===== config.mk =====
export PLATFORM = sky130hd
export DESIGN_NAME = fetch_decode_ctrl_flat
export DESIGN_NICKNAME = d
export VERILOG_FILES = /design/src/rtl/fetch_decode_ctrl_if.sv /design/src/rtl/fetch_decode_ctrl.sv /design/src/flat_wrapper.sv
export SDC_FILE = /design/constraint.sdc
export NUM_CORES = 1
export LEC_CHECK = 0
export ABC_CLOCK_PERIOD_IN_PS = 11900
export CAP_MARGIN = 20
export CORE_UTILIZATION = 50
export CTS_CLUSTER_DIAMETER = 40
export DETAILED_ROUTE_END_ITERATION = 7
export PLACE_DENSITY = 0.88
export SLEW_MARGIN = 20
export SYNTH_ARGS = -nofsm -noshare
export SYNTH_HDL_FRONTEND = slang
export SYNTH_SLANG_ARGS = --single-unit

===== constraint.sdc =====
create_clock -name clk -period 11.9 [get_ports clk]
set_clock_uncertainty 0.05 [all_clocks]
set_input_delay 2.975 -clock clk [delete_from_list [all_inputs] [get_ports clk]]
set_output_delay 2.975 -clock clk [all_outputs]
set_load 0.005 [all_outputs]

===== src/rtl/fetch_decode_ctrl_if.sv =====
// Bundle of the fetch, decode, issue and redirect signals around fetch_decode_ctrl.
// The master modport is the controller's view; slave is memory/decoder/execute.
interface fetch_decode_ctrl_if #(
  parameter int XLEN = 32
);
  logic            imem_req;
  logic [XLEN-1:0] imem_addr;
  logic            imem_gnt;
  logic            imem_rvalid;
  logic [XLEN-1:0] imem_rdata;
  logic [XLEN-1:0] ir;
  logic            dec_valid;
  logic            issue_valid;
  logic            issue_ready;
  logic [XLEN-1:0] issue_pc;
  logic            redirect_valid;
  logic [XLEN-1:0] redirect_pc;
  logic            trap;
  logic [1:0]      trap_cause;
  logic [XLEN-1:0] instret;

  modport master (
    output imem_req, imem_addr, ir, issue_valid, issue_pc, trap, trap_cause, instret,
    input  imem_gnt, imem_rvalid, imem_rdata, dec_valid, issue_ready,
           redirect_valid, redirect_pc
  );

  modport slave (
    input  imem_req, imem_addr, ir, issue_valid, issue_pc, trap, trap_cause, instret,
    output imem_gnt, imem_rvalid, imem_rdata, dec_valid, issue_ready,
           redirect_valid, redirect_pc
  );
endinterface


===== src/rtl/fetch_decode_ctrl.sv =====
// Fetch/decode sequencer: fetches one instruction at a time, holds it in ir for the
// decoder, issues it to execute, owns the PC and traps on illegal opcodes or bad redirects.
module fetch_decode_ctrl #(
  parameter int              XLEN     = 32,
  parameter logic [XLEN-1:0] RESET_PC = '0
) (
  input  logic                clk,
  input  logic                rst,
  fetch_decode_ctrl_if.master bus
);

  typedef enum logic [2:0] {
    S_FETCH,
    S_WAIT,
    S_DECODE,
    S_ISSUE,
    S_TRAP
  } state_e;

  localparam logic [1:0] CAUSE_NONE    = 2'b00;
  localparam logic [1:0] CAUSE_ILLEGAL = 2'b01;
  localparam logic [1:0] CAUSE_MISALGN = 2'b10;

  state_e          state_q, state_d;
  logic [XLEN-1:0] pc_q, pc_d;
  logic            drop_q, drop_d;
  logic [XLEN-1:0] ir_q, ir_d;
  logic [XLEN-1:0] issue_pc_q, issue_pc_d;
  logic [XLEN-1:0] instret_q, instret_d;
  logic [1:0]      trap_cause_q, trap_cause_d;

  logic redir_ok;
  logic redir_bad;

  assign redir_ok  = bus.redirect_valid && (bus.redirect_pc[1:0] == 2'b00);
  assign redir_bad = bus.redirect_valid && (bus.redirect_pc[1:0] != 2'b00);

  always_ff @(posedge clk or posedge rst) begin
    if (rst) begin
      state_q      <= S_FETCH;
      pc_q         <= RESET_PC;
      drop_q       <= 1'b0;
      ir_q         <= '0;
      issue_pc_q   <= '0;
      instret_q    <= '0;
      trap_cause_q <= CAUSE_NONE;
    end else begin
      state_q      <= state_d;
      pc_q         <= pc_d;
      drop_q       <= drop_d;
      ir_q         <= ir_d;
      issue_pc_q   <= issue_pc_d;
      instret_q    <= instret_d;
      trap_cause_q <= trap_cause_d;
    end
  end

  // A misaligned redirect wins over everything else in every non-trap state.
  always_comb begin
    state_d      = state_q;
    pc_d         = pc_q;
    drop_d       = drop_q;
    ir_d         = ir_q;
    issue_pc_d   = issue_pc_q;
    instret_d    = instret_q;
    trap_cause_d = trap_cause_q;

    if (state_q != S_TRAP && redir_bad) begin
      state_d      = S_TRAP;
      trap_cause_d = CAUSE_MISALGN;
    end else begin
      case (state_q)
        S_FETCH: begin
          if (bus.imem_gnt) begin
            state_d = S_WAIT;
          end
          if (redir_ok) begin
            pc_d = bus.redirect_pc;
            if (bus.imem_gnt) begin
              drop_d = 1'b1;
            end
          end
        end
        S_WAIT: begin
          if (redir_ok) begin
            pc_d = bus.redirect_pc;
            if (bus.imem_rvalid) begin
              drop_d  = 1'b0;
              state_d = S_FETCH;
            end else begin
              drop_d = 1'b1;
            end
          end else if (bus.imem_rvalid) begin
            if (drop_q) begin
              drop_d  = 1'b0;
              state_d = S_FETCH;
            end else begin
              ir_d       = bus.imem_rdata;
              issue_pc_d = pc_q;
              state_d    = S_DECODE;
            end
          end
        end
        S_DECODE: begin
          if (redir_ok) begin
            pc_d    = bus.redirect_pc;
            state_d = S_FETCH;
          end else if (bus.dec_valid) begin
            state_d = S_ISSUE;
          end else begin
            state_d      = S_TRAP;
            trap_cause_d = CAUSE_ILLEGAL;
          end
        end
        S_ISSUE: begin
          if (bus.issue_ready) begin
            instret_d = instret_q + 1'b1;
            pc_d      = redir_ok ? bus.redirect_pc : pc_q + XLEN'(4);
            state_d   = S_FETCH;
          end else if (redir_ok) begin
            pc_d    = bus.redirect_pc;
            state_d = S_FETCH;
          end
        end
        default: begin
          state_d = S_TRAP;
        end
      endcase
    end
  end

  always_comb begin
    bus.imem_req    = 1'b0;
    bus.issue_valid = 1'b0;
    bus.trap        = 1'b0;
    case (state_q)
      S_FETCH: bus.imem_req    = 1'b1;
      S_ISSUE: bus.issue_valid = 1'b1;
      S_TRAP:  bus.trap        = 1'b1;
      default: ;
    endcase
  end

  assign bus.imem_addr  = pc_q;
  assign bus.ir         = ir_q;
  assign bus.issue_pc   = issue_pc_q;
  assign bus.instret    = instret_q;
  assign bus.trap_cause = trap_cause_q;

endmodule


===== src/flat_wrapper.sv =====
// flat-port wrapper written by rule: the top's interface ports become plain ports
module fetch_decode_ctrl_flat 
#(
  parameter int              XLEN     = 32,
  parameter logic [XLEN-1:0] RESET_PC = '0
)
  (clk, rst, bus_imem_req, bus_imem_addr, bus_ir, bus_issue_valid, bus_issue_pc, bus_trap, bus_trap_cause, bus_instret, bus_imem_gnt, bus_imem_rvalid, bus_imem_rdata, bus_dec_valid, bus_issue_ready, bus_redirect_valid, bus_redirect_pc);
  fetch_decode_ctrl_if #(.XLEN(XLEN)) bus_i ();
  input  logic clk;
  input  logic rst;
  output wire logic [$bits(bus_i.imem_req)-1:0] bus_imem_req;
  output wire logic [$bits(bus_i.imem_addr)-1:0] bus_imem_addr;
  output wire logic [$bits(bus_i.ir)-1:0] bus_ir;
  output wire logic [$bits(bus_i.issue_valid)-1:0] bus_issue_valid;
  output wire logic [$bits(bus_i.issue_pc)-1:0] bus_issue_pc;
  output wire logic [$bits(bus_i.trap)-1:0] bus_trap;
  output wire logic [$bits(bus_i.trap_cause)-1:0] bus_trap_cause;
  output wire logic [$bits(bus_i.instret)-1:0] bus_instret;
  input wire logic [$bits(bus_i.imem_gnt)-1:0] bus_imem_gnt;
  input wire logic [$bits(bus_i.imem_rvalid)-1:0] bus_imem_rvalid;
  input wire logic [$bits(bus_i.imem_rdata)-1:0] bus_imem_rdata;
  input wire logic [$bits(bus_i.dec_valid)-1:0] bus_dec_valid;
  input wire logic [$bits(bus_i.issue_ready)-1:0] bus_issue_ready;
  input wire logic [$bits(bus_i.redirect_valid)-1:0] bus_redirect_valid;
  input wire logic [$bits(bus_i.redirect_pc)-1:0] bus_redirect_pc;
  assign bus_imem_req = bus_i.imem_req;
  assign bus_imem_addr = bus_i.imem_addr;
  assign bus_ir = bus_i.ir;
  assign bus_issue_valid = bus_i.issue_valid;
  assign bus_issue_pc = bus_i.issue_pc;
  assign bus_trap = bus_i.trap;
  assign bus_trap_cause = bus_i.trap_cause;
  assign bus_instret = bus_i.instret;
  assign bus_i.imem_gnt = bus_imem_gnt;
  assign bus_i.imem_rvalid = bus_imem_rvalid;
  assign bus_i.imem_rdata = bus_imem_rdata;
  assign bus_i.dec_valid = bus_dec_valid;
  assign bus_i.issue_ready = bus_issue_ready;
  assign bus_i.redirect_valid = bus_redirect_valid;
  assign bus_i.redirect_pc = bus_redirect_pc;
  fetch_decode_ctrl #(.XLEN(XLEN), .RESET_PC(RESET_PC)) u_core (.clk(clk), .rst(rst), .bus(bus_i));
endmodule

# Yosys cells after proc, flatten, opt, wreduce, memory -nomap -nowiden

Cells that the tools add are included.

Flip-flop bits (word level): 134
Word-level logic and storage cells: 69
Input bits: 71

Add/subtract/negate cells: 2
Mux-type cells: 28
Bitwise gates (word level): 3
Reductions and logical operators: 16
Equal/unequal tests: 13

Operators by type and width:

| cell                  | count |
|---|---|
| $mux 32               | 3 |
| $pmux 32 s2           | 1 |
| $add 32x1->32 const B | 1 |
| $add 32x3->32 const B | 1 |
| $mux 3                | 9 |
| $pmux 3 s4            | 1 |
| $mux 2                | 5 |
| $reduce_and 5->1      | 2 |
| $ne 3x2->1 const B    | 3 |
| $reduce_and 3->1      | 3 |
| $mux 1                | 8 |
| $reduce_bool 2->1     | 4 |
| $eq 3x2->1 const B    | 2 |
| $ne 2x1->1 const B    | 2 |
| $ne 2x2->1 const B    | 2 |
| $ne 4x2->1 const B    | 1 |
| $eq 3x1->1 const B    | 1 |
| $eq 3x3->1 const B    | 1 |
| $logic_and 1x1->1     | 3 |
| $logic_not 3->1       | 1 |
| $ne 3x3->1 const B    | 1 |
| $not 1->1             | 3 |
| $reduce_or 3->1       | 1 |
| $logic_not 2->1       | 1 |
| other kinds (2)       | 2 |

# Depth between registers and ports, before layout

Gate-level depths: netlist of the first run.

Word-level depth: 6
Gate-level depth with buffers: 7

# Least setup slack after synthesis of the first run

No wires, ideal clock.

Path type: input to register
Start: in bus_issue_ready
End: reg u_core.pc_q[25] (netlist: u_core.bus.imem_addr[25])
Stages on the path: 6
Buffers on the path: 1
Setup slack: 7.565 ns
Required time: 11.781 ns
Arrival: 4.216 ns
Path through: and4b_1 buf_2 and4_4 nand3_2 or4_1 nand3_1

Word-level cells in the longest chain between the ends: 2

Ends and longest elaborated chain:

| element              | line                     | text |
|---|---|---|
| start, declared      | flat_wrapper.sv:23       | `input wire logic [$bits(bus_i.issue_ready)-1:0] bus_issue_ready;` |
| $mux 32              | fetch_decode_ctrl.sv:116 | `if (bus.issue_ready) begin` |
| $pmux 32 s2          | fetch_decode_ctrl.sv:72  | `case (state_q)` |
| end signal, assigned | fetch_decode_ctrl.sv:49  | `pc_q <= pc_d;` |
| end, declared        | fetch_decode_ctrl.sv:25  | `logic [XLEN-1:0] pc_q, pc_d;` |

No other way between the ends.
A chain may end at the register's enable or synchronous reset.

# Worst setup path in the final report of the first run

Start: in bus_redirect_valid
End: reg u_core.pc_q[29] (netlist: u_core.bus.imem_addr[29])

Word-level cells in the longest chain between the ends: 4
Elaborated cells between the ends (all ways): 9
Those cells by class: mux: 4; bitwise: 1; reduce/logical: 4

Ends and longest elaborated chain:

| element                                                | line                                             | text |
|---|---|---|
| start, declared                                        | flat_wrapper.sv:24                               | `input wire logic [$bits(bus_i.redirect_valid)-1:0] bus_redirect_valid;` |
| $logic_and 1x1->1, on equally long branches            | fetch_decode_ctrl.sv:35, fetch_decode_ctrl.sv:36 |  |
| $mux 32 (tied with other cells)                        | --                                               |  |
| $mux 32 / $not 1->1 (equally long branches)            | --                                               |  |
| $pmux 32 s2 / $reduce_and 2->1 (equally long branches) | --                                               |  |

Several ways; a longest one is shown, not always the timed one.

==> impl_metrics.env, run 1 <==
export IMPL_syn_area_per_cell_um2=11.2
export IMPL_critical_path_top_delay_family="buffers and inverters"
export IMPL_die_x_um=113
export IMPL_detailed_place_hpwl_mm=12.2
export IMPL_synth_seq_area_share=0.541
export IMPL_port_buffers=203
export IMPL_vias=5391
export IMPL_ant_nets=0
export IMPL_h_tree_depth=4
export IMPL_synthToLayoutAreaGrowth_pct=43.4
export IMPL_synth_xor_area_frac=0.0438
export IMPL_ios=204
export IMPL_hold_viol=0
export IMPL_rsz0062_at_grt="no"
export IMPL_worstSetupPathType="input port to flip-flop"
export IMPL_post_cts_buffers=0
export IMPL_numClockSinks=134
export IMPL_synthCells=554
export IMPL_layout_nets=829
export IMPL_synth_flop_cell="dfrtp_1"
export IMPL_period_needed_ps=5890
export IMPL_critPathCaptureType="flip-flop"
export IMPL_synthAdderAreaFrac=0.00404
export IMPL_crit_chain="clkdlybuf4s50_1, inv_1, or3_1, buf_4, nor2_1, a22oi_1, o311ai_0"
export IMPL_fill_cells=864
export IMPL_p_leak_nw=3.87
export IMPL_core_area_um2=12100
export IMPL_worst_pin_slew_ps=989
export IMPL_p_per_area_nw_per_um2=120
export IMPL_cpMaxStageDelayCell="clkdlybuf4s50_1"
export IMPL_synth_top_family_by_area="simple AND/OR/NAND/NOR gates"
export IMPL_max_freq_ghz=0.170
export IMPL_yosys_area_top_type="dfrtp_1"
export IMPL_die_y_um=113
export IMPL_clock_root_buffer="clkbuf_16"
export IMPL_yosysWarnings=0
export IMPL_cts_clk_slew_worst_paths_ps=60
export IMPL_cts_buffers_inserted=17
export IMPL_drv_cap=0
export IMPL_track_usage=0.279
export IMPL_synthesis_nets=627
export IMPL_grt_antenna_before_repair=0
export IMPL_drv_slew=0
export IMPL_cts_hold_fix_buffers=0
export IMPL_drcViolationCount=0
export IMPL_first_global_vias=5402
export IMPL_ir_worst_vdd_v=0.0000831
export IMPL_synth_compound_area_frac=0.102
export IMPL_synthSimpleGateAreaFrac=0.164
export IMPL_grt_max_degree=78
export IMPL_arrival_ps=6130
export IMPL_hold_path_class="flip-flop to flip-flop"
export IMPL_start_util=0.514
export IMPL_place_gp_congestion=0.876
export IMPL_synth_edf_count=0
export IMPL_n_antenna_cell=0
export IMPL_start_kind="input port"
export IMPL_clk_latency_ps=420
export IMPL_grt_pass1_wl_mm=27.6
export IMPL_grt_overflow_total=0
export IMPL_die_area_um2=12800
export IMPL_ys_ff_latch=134
export IMPL_first_pass_iters=5
export IMPL_cts_resized=0
export IMPL_drive_above_1_share=0.138
export IMPL_max_clock_path_buffers=2
export IMPL_synthArstFlopShare=1.00
export IMPL_synthMuxAreaShare=0.121
export IMPL_drtIter0Drc=431
export IMPL_crit_buf_inv=3
export IMPL_wire_per_inst_um=18.5
export IMPL_setup_tns_ps=0
export IMPL_cp_max_fo=23
export IMPL_finalSetupViolCount=0
export IMPL_cpPeakStageDelay_ps=1020
export IMPL_cts_tree="yes"
export IMPL_vias_per_cell=5.76
export IMPL_slew_headroom=0.341
export IMPL_ys_types=54
export IMPL_critPathRequiredTime_ps=12140
export IMPL_row_count=40
export IMPL_drt_wl_total_mm=17.4
export IMPL_synth_area_leaders="dfrtp_1, mux2_2, xnor2_1"
export IMPL_syn_area_um2=6200
export IMPL_holdWs_ps=425
export IMPL_outcome="complete, no violations"
export IMPL_yosys_area_top_type_share=0.541
export IMPL_timing_final_crit_share=0.495
## through the flow
| step | total power, mW | util | setup WS (ps) | cells | cell area (µm²) |
|---|---|---|---|---|---|
| 2_1_floorplan | 0.528 | - | 5290 | 554 | 6200 |
| 3_3_place_gp | 0.594 | 0.694 | 5830 | 905 | 8370 |
| 3_5_place_dp | 0.597 | 0.694 | 5660 | 905 | 8370 |
| 4_1_cts | 1.07 | 0.737 | 6110 | 936 | 8890 |
| 5_1_grt | 1.10 | 0.737 | 5860 | 936 | 8890 |
| 6_report | 1.06 | 0.737 | 6010 | 936 | 8890 |
## final timing paths
| path | from | endpoint | slack (ps) | depth (start not counted) |
|---|---|---|---|---|
| max | bus_redirect_valid | u_core.bus.imem_addr[29] | 6010 | 7 |
| min | u_core.bus.issue_pc[9] | u_core.bus.issue_pc[9] | 430 | 2 |
| max reg2reg | u_core.state_q[2] | u_core.bus.ir[21] | 9060 | 4 |
| min reg2reg | u_core.bus.issue_pc[9] | u_core.bus.issue_pc[9] | 430 | 2 |
| max in group asynchronous | rst | u_core.bus.imem_addr[14] | 7470 | 3 |
| min in group asynchronous | rst | u_core.bus.ir[28] | 2930 | 2 |
## metal layers
metal | routed length [µm] | GRT usage | part of all wire | vias to the layer above
met5 | 0 | 0 | 0 | -
met4 | 475 | 0.135 | 0.027 | 0
met3 | 999 | 0.0578 | 0.058 | 42
met2 | 9010 | 0.478 | 0.52 | 245
met1 | 6880 | 0.336 | 0.40 | 2659
li1 | - | - | - | 2445
## sequential cells by signal, indices dropped and copies added (netlist names)
name / cells
u_core.state_q: 3
u_core.drop_q: 1
u_core.bus.ir: 32
u_core.bus.imem_addr: 32
u_core.bus.trap_cause: 2
u_core.bus.instret: 32
u_core.bus.issue_pc: 32
## Yosys cell counts (all sizes together) (10+ instances only)
master,n
dfrtp,134
mux2,64
nand2,47
nand3,33
nor2,33
a21oi,29
xnor2,26
nand4,21
o21ai,16
clkbuf,15
and3,14
o22ai,13
nor3,12
buf,10
## power by group
group          switching [mW]  internal [mW]  total, mW
registers              0.0213          0.471      0.492
logic                  0.0391         0.0588     0.0979
clock network           0.184          0.290      0.474
total                   0.245          0.820       1.06
## kinds of logic after synthesis
| logic type | count (synthesis) |
|---|---|
| and+or+nand+nor | 188 |
| DFF | 134 |
| AOI/OAI and AO/OA | 98 |
| muxes | 67 |
| buffers and inverters | 34 |
| xor gates and xnor gates | 31 |
| adders and majority gates | 2 |
## cells in the final DEF, fill, tap and decap left out, drive strengths merged, types with 5 or more instances in the layout
| master | n |
|---|---|
| clkdlybuf4s50 | 203 |
| dfrtp | 134 |
| mux2 | 64 |
| nand2 | 47 |
| nand3 | 33 |
| nor2 | 33 |
| a21oi | 29 |
| xnor2 | 26 |
| clkbuf | 26 |
| nand4 | 21 |
| o21ai | 16 |
| and3 | 14 |
| o22ai | 13 |
| nor3 | 12 |
| inv | 9 |
| or3 | 7 |
| and4 | 7 |
| o211ai | 6 |
| xor2 | 5 |
| buf | 5 |
## area by class of cell
cell class | instances | area, µm² | area share
Sequential cell | 134 | 3350 | 0.377
Multi-Input combinational cell | 386 | 2700 | 0.303
Timing Repair Buffer | 208 | 2070 | 0.233
Clock buffer | 26 | 469 | 0.0528
Tap cell | 168 | 210 | 0.0237
Clock inverter | 5 | 50.0 | 0.00563
Inverter | 9 | 38.8 | 0.00436
## worst register-to-register path: cells and delay by family, from the launching register on
family	cells	cell delay, ps
and+or+nand+nor	2	1040
muxes	1	420
DFF	1	610
buffers and inverters	1	600
Note: power is estimated with default switching activity, not from simulation.
==> inputs of run 2 (changes only) <==
ABC_CLOCK_PERIOD_IN_PS = 5900   (was 11900)
CORE_UTILIZATION = 46   (was 50)
PLACE_DENSITY = 0.82   (was 0.88)
clock period = 5.9 ns   (was 11.9 ns; I/O delays follow)
==> run 2 against run 1 <==
  * Power rose by 110%
  * Sequential power rose by 100%
  * Core utilization fell by 5.6 points
  * Die area rose by 8.5%
  * Final cell count rose by 0.96%
  * Design area rose by 1.1%
  * Via count fell by 0.17%
  * Routed wire length fell by 2.8%
  * Global-route usage fell by 2.8 points
  * Register-to-register slack got worse by 5700 ps
  * Sequential share of layout area fell by 0.41 points
  * Critical endpoint unchanged
==> impl_metrics.env, run 2 (synthesized netlist as in run 1, its figures left out) <==
export IMPL_synthToLayoutAreaGrowth_pct=45.0
export IMPL_dp_cells=914
export IMPL_hold_viol=0
export IMPL_place_gp_congestion=0.861
export IMPL_max_freq_ghz=0.260
export IMPL_die_x_um=118
export IMPL_grt_antenna_before_repair=0
export IMPL_drv_slew=0
export IMPL_start_util=0.470
export IMPL_ir_worst_vdd_v=0.000169
export IMPL_cts_buffers_inserted=17
export IMPL_p_per_area_nw_per_um2=252
export IMPL_clock_root_buffer="clkbuf_16"
export IMPL_hold_path_class="flip-flop to flip-flop"
export IMPL_mostFrequentLayoutCell="clkdlybuf4s50_1"
export IMPL_met1_length_mm=7.04
export IMPL_wire_per_inst_um=17.9
export IMPL_rsz0062_at_grt="no"
export IMPL_final_cell_mix="clkdlybuf4s50_1, dfrtp_1, mux2_2, nand2_1, nand3_1"
export IMPL_n_antenna_cell=0
export IMPL_first_global_vias=5397
export IMPL_post_cts_buffers=0
export IMPL_timing_final_crit_share=0.653
export IMPL_final_cells=945
export IMPL_cts_clk_slew_worst_paths_ps=50
export IMPL_critPathCaptureType="flip-flop"
export IMPL_cts_resized=0
export IMPL_detailed_place_hpwl_mm=12.0
export IMPL_track_usage=0.251
export IMPL_worst_pin_slew_ps=852
export IMPL_worstSetupPathType="input port to flip-flop"
export IMPL_wl_met2_mm=8.27
export IMPL_ios=204
export IMPL_drcViolationCount=0
export IMPL_cpMaxStageDelayCell="clkdlybuf4s50_1"
export IMPL_numClockSinks=134
export IMPL_critPathRequiredTime_ps=6150
export IMPL_finish_utilization=0.681
export IMPL_cpPeakStageDelay_ps=1020
export IMPL_route_met3_wl_mm=1.13
export IMPL_cts_tree="yes"
export IMPL_drv_cap=0
export IMPL_grt_overflow_total=0
export IMPL_die_area_um2=13900
export IMPL_outcome="complete, no violations"
export IMPL_max_clock_path_buffers=2
export IMPL_clk_latency_ps=420
export IMPL_layout_nets=830
export IMPL_slew_headroom=0.430
export IMPL_ant_nets=0
export IMPL_setup_tns_ps=0
export IMPL_start_kind="input port"
export IMPL_p_leak_nw=3.91
export IMPL_ff2ff_path_depth=5
export IMPL_grt_pass1_wl_mm=27.2
export IMPL_whs_path_depth=1
export IMPL_drt_wl_total_mm=16.9
export IMPL_post_place_ws_ps=1700
export IMPL_arrival_ps=4100
export IMPL_core_area_um2=13200
export IMPL_drtIter0Drc=495
export IMPL_row_count=42
export IMPL_first_pass_iters=5
export IMPL_fill_cells=991
export IMPL_vias_per_cell=5.70
export IMPL_crit_chain="clkdlybuf4s50_1, inv_1, or3_1, nor2_1, a22oi_1, o311ai_0"
export IMPL_finalSetupViolCount=0
export IMPL_final_setup_worst_slack_ps=2050
export IMPL_p_total_mw=2.26
export IMPL_holdWs_ps=442
export IMPL_dpl_cell_area_um2=8380
export IMPL_vias=5382
export IMPL_drive_above_1_share=0.147
export IMPL_grt_max_degree=97
export IMPL_period_needed_ps=3850
export IMPL_die_y_um=118
export IMPL_highest_layer="met4"
export IMPL_fin_area_um2=8980
export IMPL_port_buffers=203
export IMPL_cts_hold_fix_buffers=0
export IMPL_cp_max_fo=21
export IMPL_h_tree_depth=4
run 2: final timing paths:
path	startpoint	end	slack [ps]
hold reg to reg	u_core.bus.trap_cause[1]	u_core.bus.trap_cause[1]	440
setup reg to reg	u_core.state_q[2]	u_core.bus.imem_addr[26]	3360
max in group asynchronous	rst	u_core.bus.imem_addr[14]	3160
hold / removal	u_core.bus.trap_cause[1]	u_core.bus.trap_cause[1]	440
min in group asynchronous	rst	u_core.bus.ir[23]	1570
setup / recovery	bus_redirect_valid	u_core.bus.imem_addr[29]	2050
run 2: power breakdown:
part / leakage [nW] / switching (mW) / internal [mW]
registers: 1.80 / 0.0435 / 0.950
logic: 1.82 / 0.0772 / 0.118
clock network: 0.292 / 0.381 / 0.692
run 2: layout make-up:
type	instances	area, µm²	area share
inverters	9	38.8	0.00432
well taps	176	220	0.0245
multi-input cells	386	2700	0.300
repair buffers	209	2080	0.231
flip-flops and latches	134	3350	0.373
clock inverters	9	125	0.0139
clock buffers	22	474	0.0528
run 2: worst max-delay path, delay by kind of cell:
family	cells	cell delay, ps
AO/OA/AOI/OAI	2	300
buffers and inverters	2	1300
AND/OR/NAND/NOR	2	1020
run 2: routing by layer:
layer,vias to the layer above,global-route usage
met5,-,0
met2,275,0.402
met1,2623,0.321
met3,41,0.0615
li1,2443,-
met4,0,0.113
